**src/rtl/io_bus_arbiter.sv**
```systemverilog
// Two-master round-robin arbiter for the shared IO bus: one buffered command per master,
// one bus transaction per command, one-cycle ack and registered read data per master.
module io_bus_arbiter #(
  parameter int ADDR_W     = 32,
  parameter int DATA_W     = 32,
  parameter int RD_LATENCY = 1
) (
  input  logic              clk,
  input  logic              reset,
  input  logic              m0_req,
  input  logic              m0_wr,
  input  logic [ADDR_W-1:0] m0_addr,
  input  logic [DATA_W-1:0] m0_wr_data,
  output logic              m0_busy,
  output logic              m0_ack,
  output logic [DATA_W-1:0] m0_rd_data,
  input  logic              m1_req,
  input  logic              m1_wr,
  input  logic [ADDR_W-1:0] m1_addr,
  input  logic [DATA_W-1:0] m1_wr_data,
  output logic              m1_busy,
  output logic              m1_ack,
  output logic [DATA_W-1:0] m1_rd_data,
  output logic              bus_cs,
  output logic              bus_wr,
  output logic              bus_rd,
  output logic [ADDR_W-1:0] bus_addr,
  output logic [DATA_W-1:0] bus_wr_data,
  input  logic [DATA_W-1:0] bus_rd_data,
  output logic [1:0]        o_dbg_state
);

  localparam logic [1:0] ST_IDLE  = 2'd0;
  localparam logic [1:0] ST_ISSUE = 2'd1;
  localparam logic [1:0] ST_WAIT  = 2'd2;
  localparam logic [1:0] ST_ACK   = 2'd3;

  localparam logic [2:0] LAT_M1 = (RD_LATENCY > 0) ? 3'(RD_LATENCY - 1) : 3'd0;

  logic [1:0]        r_state;
  logic [1:0]        r_pend;
  logic [1:0]        r_cmd_wr;
  logic [ADDR_W-1:0] r_cmd_addr [2];
  logic [DATA_W-1:0] r_cmd_wd   [2];
  logic [DATA_W-1:0] r_rd_data  [2];
  logic              r_gnt;
  logic              r_last;
  logic [2:0]        r_cnt;

  logic [1:0]        w_req;
  logic [1:0]        w_wr;
  logic [ADDR_W-1:0] w_addr [2];
  logic [DATA_W-1:0] w_wd   [2];
  logic              w_pick;
  logic              w_issue;
  logic              w_cur_wr;

  assign w_req     = {m1_req, m0_req};
  assign w_wr      = {m1_wr, m0_wr};
  assign w_addr[0] = m0_addr;
  assign w_addr[1] = m1_addr;
  assign w_wd[0]   = m0_wr_data;
  assign w_wd[1]   = m1_wr_data;

  // With both pending, the master that did not win last time goes next.
  assign w_pick   = (&r_pend) ? ~r_last : r_pend[1];
  assign w_issue  = (r_state == ST_ISSUE);
  assign w_cur_wr = r_cmd_wr[r_gnt];

  always_ff @(posedge clk) begin
    if (reset) begin
      r_state      <= ST_IDLE;
      r_pend       <= 2'b00;
      r_cmd_wr     <= 2'b00;
      r_cmd_addr   <= '{default: '0};
      r_cmd_wd     <= '{default: '0};
      r_rd_data    <= '{default: '0};
      r_gnt        <= 1'b0;
      r_last       <= 1'b1;
      r_cnt        <= 3'd0;
    end else begin
      // A pending slot (including one being acked) ignores new requests.
      for (int n = 0; n < 2; n++) begin
        if ((r_state == ST_ACK) && (r_gnt == 1'(n))) begin
          r_pend[n] <= 1'b0;
        end else if (w_req[n] && !r_pend[n]) begin
          r_pend[n]     <= 1'b1;
          r_cmd_wr[n]   <= w_wr[n];
          r_cmd_addr[n] <= w_addr[n];
          r_cmd_wd[n]   <= w_wd[n];
        end
      end

      case (r_state)
        ST_IDLE: begin
          if (|r_pend) begin
            r_gnt   <= w_pick;
            r_last  <= w_pick;
            r_state <= ST_ISSUE;
          end
        end
        ST_ISSUE: begin
          if (w_cur_wr) begin
            r_state <= ST_ACK;
          end else if (RD_LATENCY == 0) begin
            r_rd_data[r_gnt] <= bus_rd_data;
            r_state          <= ST_ACK;
          end else begin
            r_cnt   <= LAT_M1;
            r_state <= ST_WAIT;
          end
        end
        ST_WAIT: begin
          if (r_cnt == 3'd0) begin
            r_rd_data[r_gnt] <= bus_rd_data;
            r_state          <= ST_ACK;
          end else begin
            r_cnt <= r_cnt - 3'd1;
          end
        end
        default: begin
          r_state <= ST_IDLE;
        end
      endcase
    end
  end

  // Bus is driven only in ISSUE, so each command produces exactly one strobe.
  assign bus_cs      = w_issue;
  assign bus_wr      = w_issue & w_cur_wr;
  assign bus_rd      = w_issue & ~w_cur_wr;
  assign bus_addr    = w_issue ? r_cmd_addr[r_gnt] : '0;
  assign bus_wr_data = (w_issue && w_cur_wr) ? r_cmd_wd[r_gnt] : '0;

  assign m0_busy     = r_pend[0];
  assign m1_busy     = r_pend[1];
  assign m0_ack      = (r_state == ST_ACK) && !r_gnt;
  assign m1_ack      = (r_state == ST_ACK) && r_gnt;
  assign m0_rd_data  = r_rd_data[0];
  assign m1_rd_data  = r_rd_data[1];
  assign o_dbg_state = r_state;

endmodule

```
**config.mk**
```make
export PLATFORM = sky130hd
export DESIGN_NAME = io_bus_arbiter
export DESIGN_NICKNAME = d
export VERILOG_FILES = /design/src/rtl/io_bus_arbiter.sv
export SDC_FILE = /design/constraint.sdc
export NUM_CORES = 1
export LEC_CHECK = 0
export ABC_AREA = 1
export CAP_MARGIN = 20
export CORE_MARGIN = 5
export CORE_UTILIZATION = 25
export DETAILED_ROUTE_END_ITERATION = 8
export HOLD_SLACK_MARGIN = 0.08
export PLACE_DENSITY = 0.53
export REMOVE_ABC_BUFFERS = 1
export SYNTH_ARGS = -nofsm -noshare
export SYNTH_HDL_FRONTEND = slang
export SYNTH_SLANG_ARGS = --single-unit
```
**constraint.sdc**
```tcl
create_clock -name clk -period 1.51 [get_ports clk]
set_clock_uncertainty 0.1 [all_clocks]
set_input_delay 0.302 -clock clk [delete_from_list [all_inputs] [get_ports clk]]
set_output_delay 0.302 -clock clk [all_outputs]
set_load 0.05 [all_outputs]
```
---- Word-level counts from Yosys, hierarchy flattened ----
Index checks and enable logic that the tools add are counted.
W data, S select, Z words.
word-level totals
  word-level logic and storage cells ...... 77
  register bits after elaboration ......... 203
  input bits .............................. 166
  output and inout bits ................... 137
operators by class
  reduce and logical (&&, ||, !) cells .... 23
  bitwise operators ....................... 8
  mux-type cells .......................... 21
  equal/unequal tests ..................... 7
  add/subtract/negate cells ............... 1
  $lt $le $gt $ge ......................... 3
operator list
  kind                   count
  $mux W32               9
  $bwmux W64             1
  $demux W32 S1          1
  $reduce_and A2 Y1      6
  $ne A2 B2 Y1 const B   4
  $logic_and A1 B1 Y1    7
  $mux W3                2
  $pmux W2 S3            1
  $pmux W3 S2            1
  $reduce_or A2 Y1       3
  $not A1 Y1             5
  $eq A2 B2 Y1 const B   2
  $mux W1                4
  $mux W2                2
  $logic_not A1 Y1       3
  $logic_not A3 Y1       1
  $reduce_and A3 Y1      1
  $sub A3 B1 Y3 const B  1
  $and A1 B1 Y1          2
  $eq A2 B1 Y1 const B   1
  $ge A2 B2 Y1 const B   1
  $logic_not A2 Y1       1
  $lt A1 B2 Y1 const B   1
  $lt A2 B1 Y1 const B   1
  2 further kinds        2

---- Longest topological paths before layout ----
  word-level depth ........................ 6
  mapped depth ............................ 9
  depth with buffers taken out ............ 9

---- Least setup slack after synthesis ----
OpenSTA, ideal clock, no wires.
  path type ............................... reg2out
  start ................................... register r_state[0], in the netlist o_dbg_state[0]
  end ..................................... output bus_wr_data[22]
  buffers on the path ..................... 2
  stages on the path, launching flop included .. 6
  arrival time ............................ 2.600 ns
  required time ........................... 1.108 ns
  setup slack ............................. -1.492 ns
  cell sequence ........................... dfxtp_1 -> ha_1 -> nand3_1 -> buf_4 -> buf_6 -> a21oi_1
between the ends
  cells in the longest elaborated chain, start to end .. 3
RTL lines
  element                 RTL line  source
  start, declared         40        logic [1:0] r_state;
  start signal, assigned  72        r_state <= ST_IDLE;
  start signal, assigned  99        r_state <= ST_ISSUE;
  start signal, assigned  104       r_state <= ST_ACK;
  $eq A2 B1 Y1            67        assign w_issue = (r_state == ST_ISSUE);
  net bus_cs              24        output logic bus_cs,
  $logic_and A1 B1 Y1     133       assign bus_wr_data = (w_issue && w_cur_wr) ? r_cmd_wd[r_gnt] : '0;
  $mux W32                133
  end, declared           28        output logic [DATA_W-1:0] bus_wr_data,
The timed path passes the listed nets, and every way through them passes these cells.

---- Worst setup path in the final report ----
  start ................................... register r_state[0], in the netlist o_dbg_state[0]
  end ..................................... output bus_wr_data[19]
between the ends
  cells in the longest elaborated chain, start to end .. 3
RTL lines
  element              RTL line
  $eq A2 B1 Y1         67
  $logic_and A1 B1 Y1  133
  $mux W32             133
No other way between the ends.

==> flow_summary.rst <==
.. list-table::
   :header-rows: 1

   * - Metric
     - Value
   * - Run status
     - complete, but fails checks
   * - Violations in the final reports
     - negative setup slack
   * - Average vias per placed instance
     - 4.58
   * - I/O Pins
     - 303
   * - IR Drop Worst-Case VDD
     - 0.000956 V
   * - Worst-margin pin slew
     - 0.312 ns
   * - Sequential element share of the synthesized area
     - 49.2%
   * - Largest net degree at the start of global routing
     - 53
   * - First-pass GRT wire length
     - 53.0 mm
   * - Number of port buffers
     - 302
   * - Most area-consuming cells after synthesis
     - sky130_fd_sc_hd__dfxtp_1 49%, sky130_fd_sc_hd__nor2_1 18%, sky130_fd_sc_hd__o21ai_0 12%, sky130_fd_sc_hd__a21oi_1 4.2%, sky130_fd_sc_hd__nand2_1 3.7%
   * - Clock tree from TritonCTS
     - yes
   * - Post-synthesis instance area
     - 8260 um2
   * - Row Count
     - 66
   * - Power per standard cell area
     - 1460 nW/um2
   * - Final standard cell area without fillers
     - 16400 um2
   * - Layout filler cell count
     - 2999
   * - RSZ-0062 raised after global routing
     - true
   * - Share of layout cells above drive strength 1
     - 31.5%
   * - Cell total after placement
     - 1885
   * - Combinational fraction of design power
     - 47.9%
   * - Clock tree buffer depth
     - 3
   * - WL per Instance
     - 19.1 um
   * - Synth Area in XOR/XNOR
     - 0%
   * - Source-to-sink clock delay at the later pin of the worst-skew pair
     - 0.52 ns
   * - Fraction of the mapped netlist area in compound gates
     - 18.2%
   * - Area share of fa/ha/maj cells after synthesis
     - 1.06%
   * - Placed cell areas
     - 13600 um2
   * - Final antenna-violating net count
     - 0
   * - TritonCTS Sinks
     - 203
   * - Pre-CTS WS
     - -0.347 ns
   * - Internal power
     - 0.0149 W
   * - Starting utilization of the core area
     - 25.3%
   * - Synth Area in Simple Gates
     - 23.1%
   * - Period utilization
     - 142%
   * - Crit start category
     - register
   * - Final-report hold violation count
     - 0
   * - Yosys top cell area share
     - 49.2%
   * - Clock-pin slew reported for the worst setup and hold paths after clock tree synthesis
     - 0.06 ns
   * - Total track usage
     - 18.5%
   * - Number of non-filler instances in the completed layout
     - 1967
   * - Number of antenna violations at the first check in global routing
     - 1
   * - Static leakage
     - 6.39 nW
   * - Overall die height
     - 192 um
   * - Post-layout utilization of the core
     - 50.4%
   * - Antenna cell count
     - 0
   * - Layout overhead on the synthesized area
     - 98.9%
   * - Via count of the first global-routing pass
     - 8965
   * - Most used cells in the layout excluding fill and tap cells
     - 351 x sky130_fd_sc_hd__nor2_1, 200 x sky130_fd_sc_hd__dfxtp_1, 165 x sky130_fd_sc_hd__clkdlybuf4s50_1, 165 x sky130_fd_sc_hd__buf_12, 94 x sky130_fd_sc_hd__o21ai_1
   * - Number of different library cells in the post-synthesis netlist
     - 22
   * - Worst slew margin
     - 79.2%
   * - Switch share
     - 38.0%
   * - Arrival @ worst endpoint
     - 1.75 ns
   * - Total area of multi-input combinational cells
     - 4500 um2
   * - Critical Path Sink Type
     - primary output
   * - 1st-pass router iterations
     - 5
   * - Number of setup violations in the final report
     - 270
   * - Syn Inst Count
     - 1140
   * - Sequential share of power
     - 28.8%
   * - Via Count
     - 9000
   * - Total of warnings raised by yosys
     - 0
   * - Mean Syn Cell Area
     - 7.25 um2
   * - Clock network power share
     - 23.3%
   * - Routability-driven placement congestion ratio
     - 0.801
   * - Fmax
     - 465 MHz
   * - Total global routing overflow
     - 0
   * - Max-slew violation count
     - 0
   * - CTS H-tree depth
     - 1
   * - Chip width
     - 192 um
   * - Leading cell type in the layout, fill and taps excluded
     - sky130_fd_sc_hd__nor2_1
   * - CORE AREA
     - 32600 um2
   * - Hold buffer count at CTS
     - 0
   * - Overall routed net length
     - 37.7 mm
   * - Data required time at the worst endpoint
     - 1.11 ns
   * - Die area
     - 36800 um2
   * - Final worst path period need
     - 2.15 ns
   * - Final setup margin
     - -0.641 ns
   * - DRC violation total after the first TritonRoute iteration
     - 347
   * - Largest family of logic cells by synthesized area
     - simple AND/OR/NAND/NOR gates
   * - Number of nets at the end of the flow
     - 1683
   * - Detailed placer's ending HPWL
     - 23.5 mm
   * - Classification of the worst-slack hold path
     - in -> reg
   * - Portion of netlist area occupied by mux cells
     - 0%
   * - Final Total Pwr
     - 0.0240 W
   * - Cell taking the most area after synthesis
     - sky130_fd_sc_hd__dfxtp_1
   * - Root Buffer
     - sky130_fd_sc_hd__clkbuf_16
   * - Number of remaining DRC errors
     - 0
   * - Yosys reg bits
     - 203
   * - Max Cap Viol
     - 0
   * - Total area of sequential cells
     - 4070 um2
   * - Clock buffer count from CTS
     - 24
   * - Peak fanout along the critical path
     - 6
   * - P_sw
     - 0.00912 W
   * - Crit Path Class
     - reg -> out
## cells by family (layout without fill, tap and decap cells)
logic type                 Yosys count  after routing
adders and majority gates            7              7
AOI/OAI and AO/OA                  300            300
DFF                                203            203
and+or+nand+nor                    492            492
buffers and inverters              138            523
## Yosys cell counts, drive strengths merged
master  number
nor2       395
dfxtp      203
nor3         2
o21ai      229
a21oi       70
buf         44
clkinv       1
inv         55
a21boi       1
ha           7
nand2       84
nand3       11
clkbuf      38
## registers in the layout, indices dropped and copies added, names as in the netlist
name,cells
r_cmd_wr,2
m0_rd_data,32
r_gnt,1
m1_rd_data,32
r_cnt,3
o_dbg_state,2
r_pend,2
r_cmd_wd,64
r_last,1
r_cmd_addr,64
## critical path, cell delays in order (launching register included)
cell                      delay [ns]
sky130_fd_sc_hd__dfxtp_2        0.36
sky130_fd_sc_hd__ha_4           0.19
sky130_fd_sc_hd__nand3_4        0.14
sky130_fd_sc_hd__buf_8          0.19
sky130_fd_sc_hd__a21oi_4        0.17
sky130_fd_sc_hd__buf_12         0.16
## repair_timing
item | CTS | global route
setup endpoints to repair | 276 | 278
setup buffers | 14 | 4
gates cloned | 15 | 11
pin swaps | 12 | 18
resized for setup | 232 | 210
## metal layers
metal / wire (um) / GRT usage [%] / share of wire [%] / vias up
met5: 20 / 0 / 0.053 / -
met4: 921 / 4.42 / 2.4 / 2
met3: 3710 / 7.12 / 9.8 / 57
met2: 17800 / 31.0 / 47 / 315
met1: 15200 / 22.5 / 40 / 4223
li1: - / - / - / 4403
## final timing paths
| path | start | slack [ns] | to | cells after the start |
|---|---|---|---|---|
| max reg2reg | o_dbg_state[1]$_SDFFE_PP0P_ | -0.20 | r_cmd_addr[29]$_SDFFE_PP0P_ | 9 |
| min reg2reg | r_last$_SDFFE_PP1P_ | 0.36 | r_last$_SDFFE_PP1P_ | 2 |
| max | o_dbg_state[0]$_SDFFE_PP0P_ | -0.64 | bus_wr_data[19] | 5 |
| min | m0_wr_data[15] | 0.29 | r_cmd_wd[47]$_SDFFE_PP0P_ | 3 |
## final cells by class
type / count / share of cell area, %
Timing Repair inverter: 2 / 0.167
Clock inverter: 3 / 0.0914
Tap cell: 442 / 3.37
Inverter: 56 / 1.64
Multi-Input combinational cell: 799 / 27.4
Clock buffer: 38 / 4.47
Sequential cell: 203 / 24.8
Timing Repair Buffer: 424 / 38.1
## per-stage QoR
| step | hold slack [ns] | TNS, ns |
|---|---|---|
| after global placement | 0.340 | -50.44 |
| after global routing | 0.277 | -77.34 |
| after floorplan | 0.271 | -483.92 |
| after CTS | 0.264 | -66.85 |
| final | 0.288 | -58.20 |
| after detailed placement | 0.349 | -55.00 |
## power groups by stage
stage / logic (W) / registers (W) / clock network, W
after floorplan: 0.00289 / 0.00808 / 0
after global placement: 0.00901 / 0.00691 / 0
after detailed placement: 0.00907 / 0.00694 / 0
after CTS: 0.0106 / 0.00687 / 0.00578
after global routing: 0.0121 / 0.00702 / 0.00599
final: 0.0115 / 0.00692 / 0.00559
Note: power is estimated with default switching activity, not from simulation.
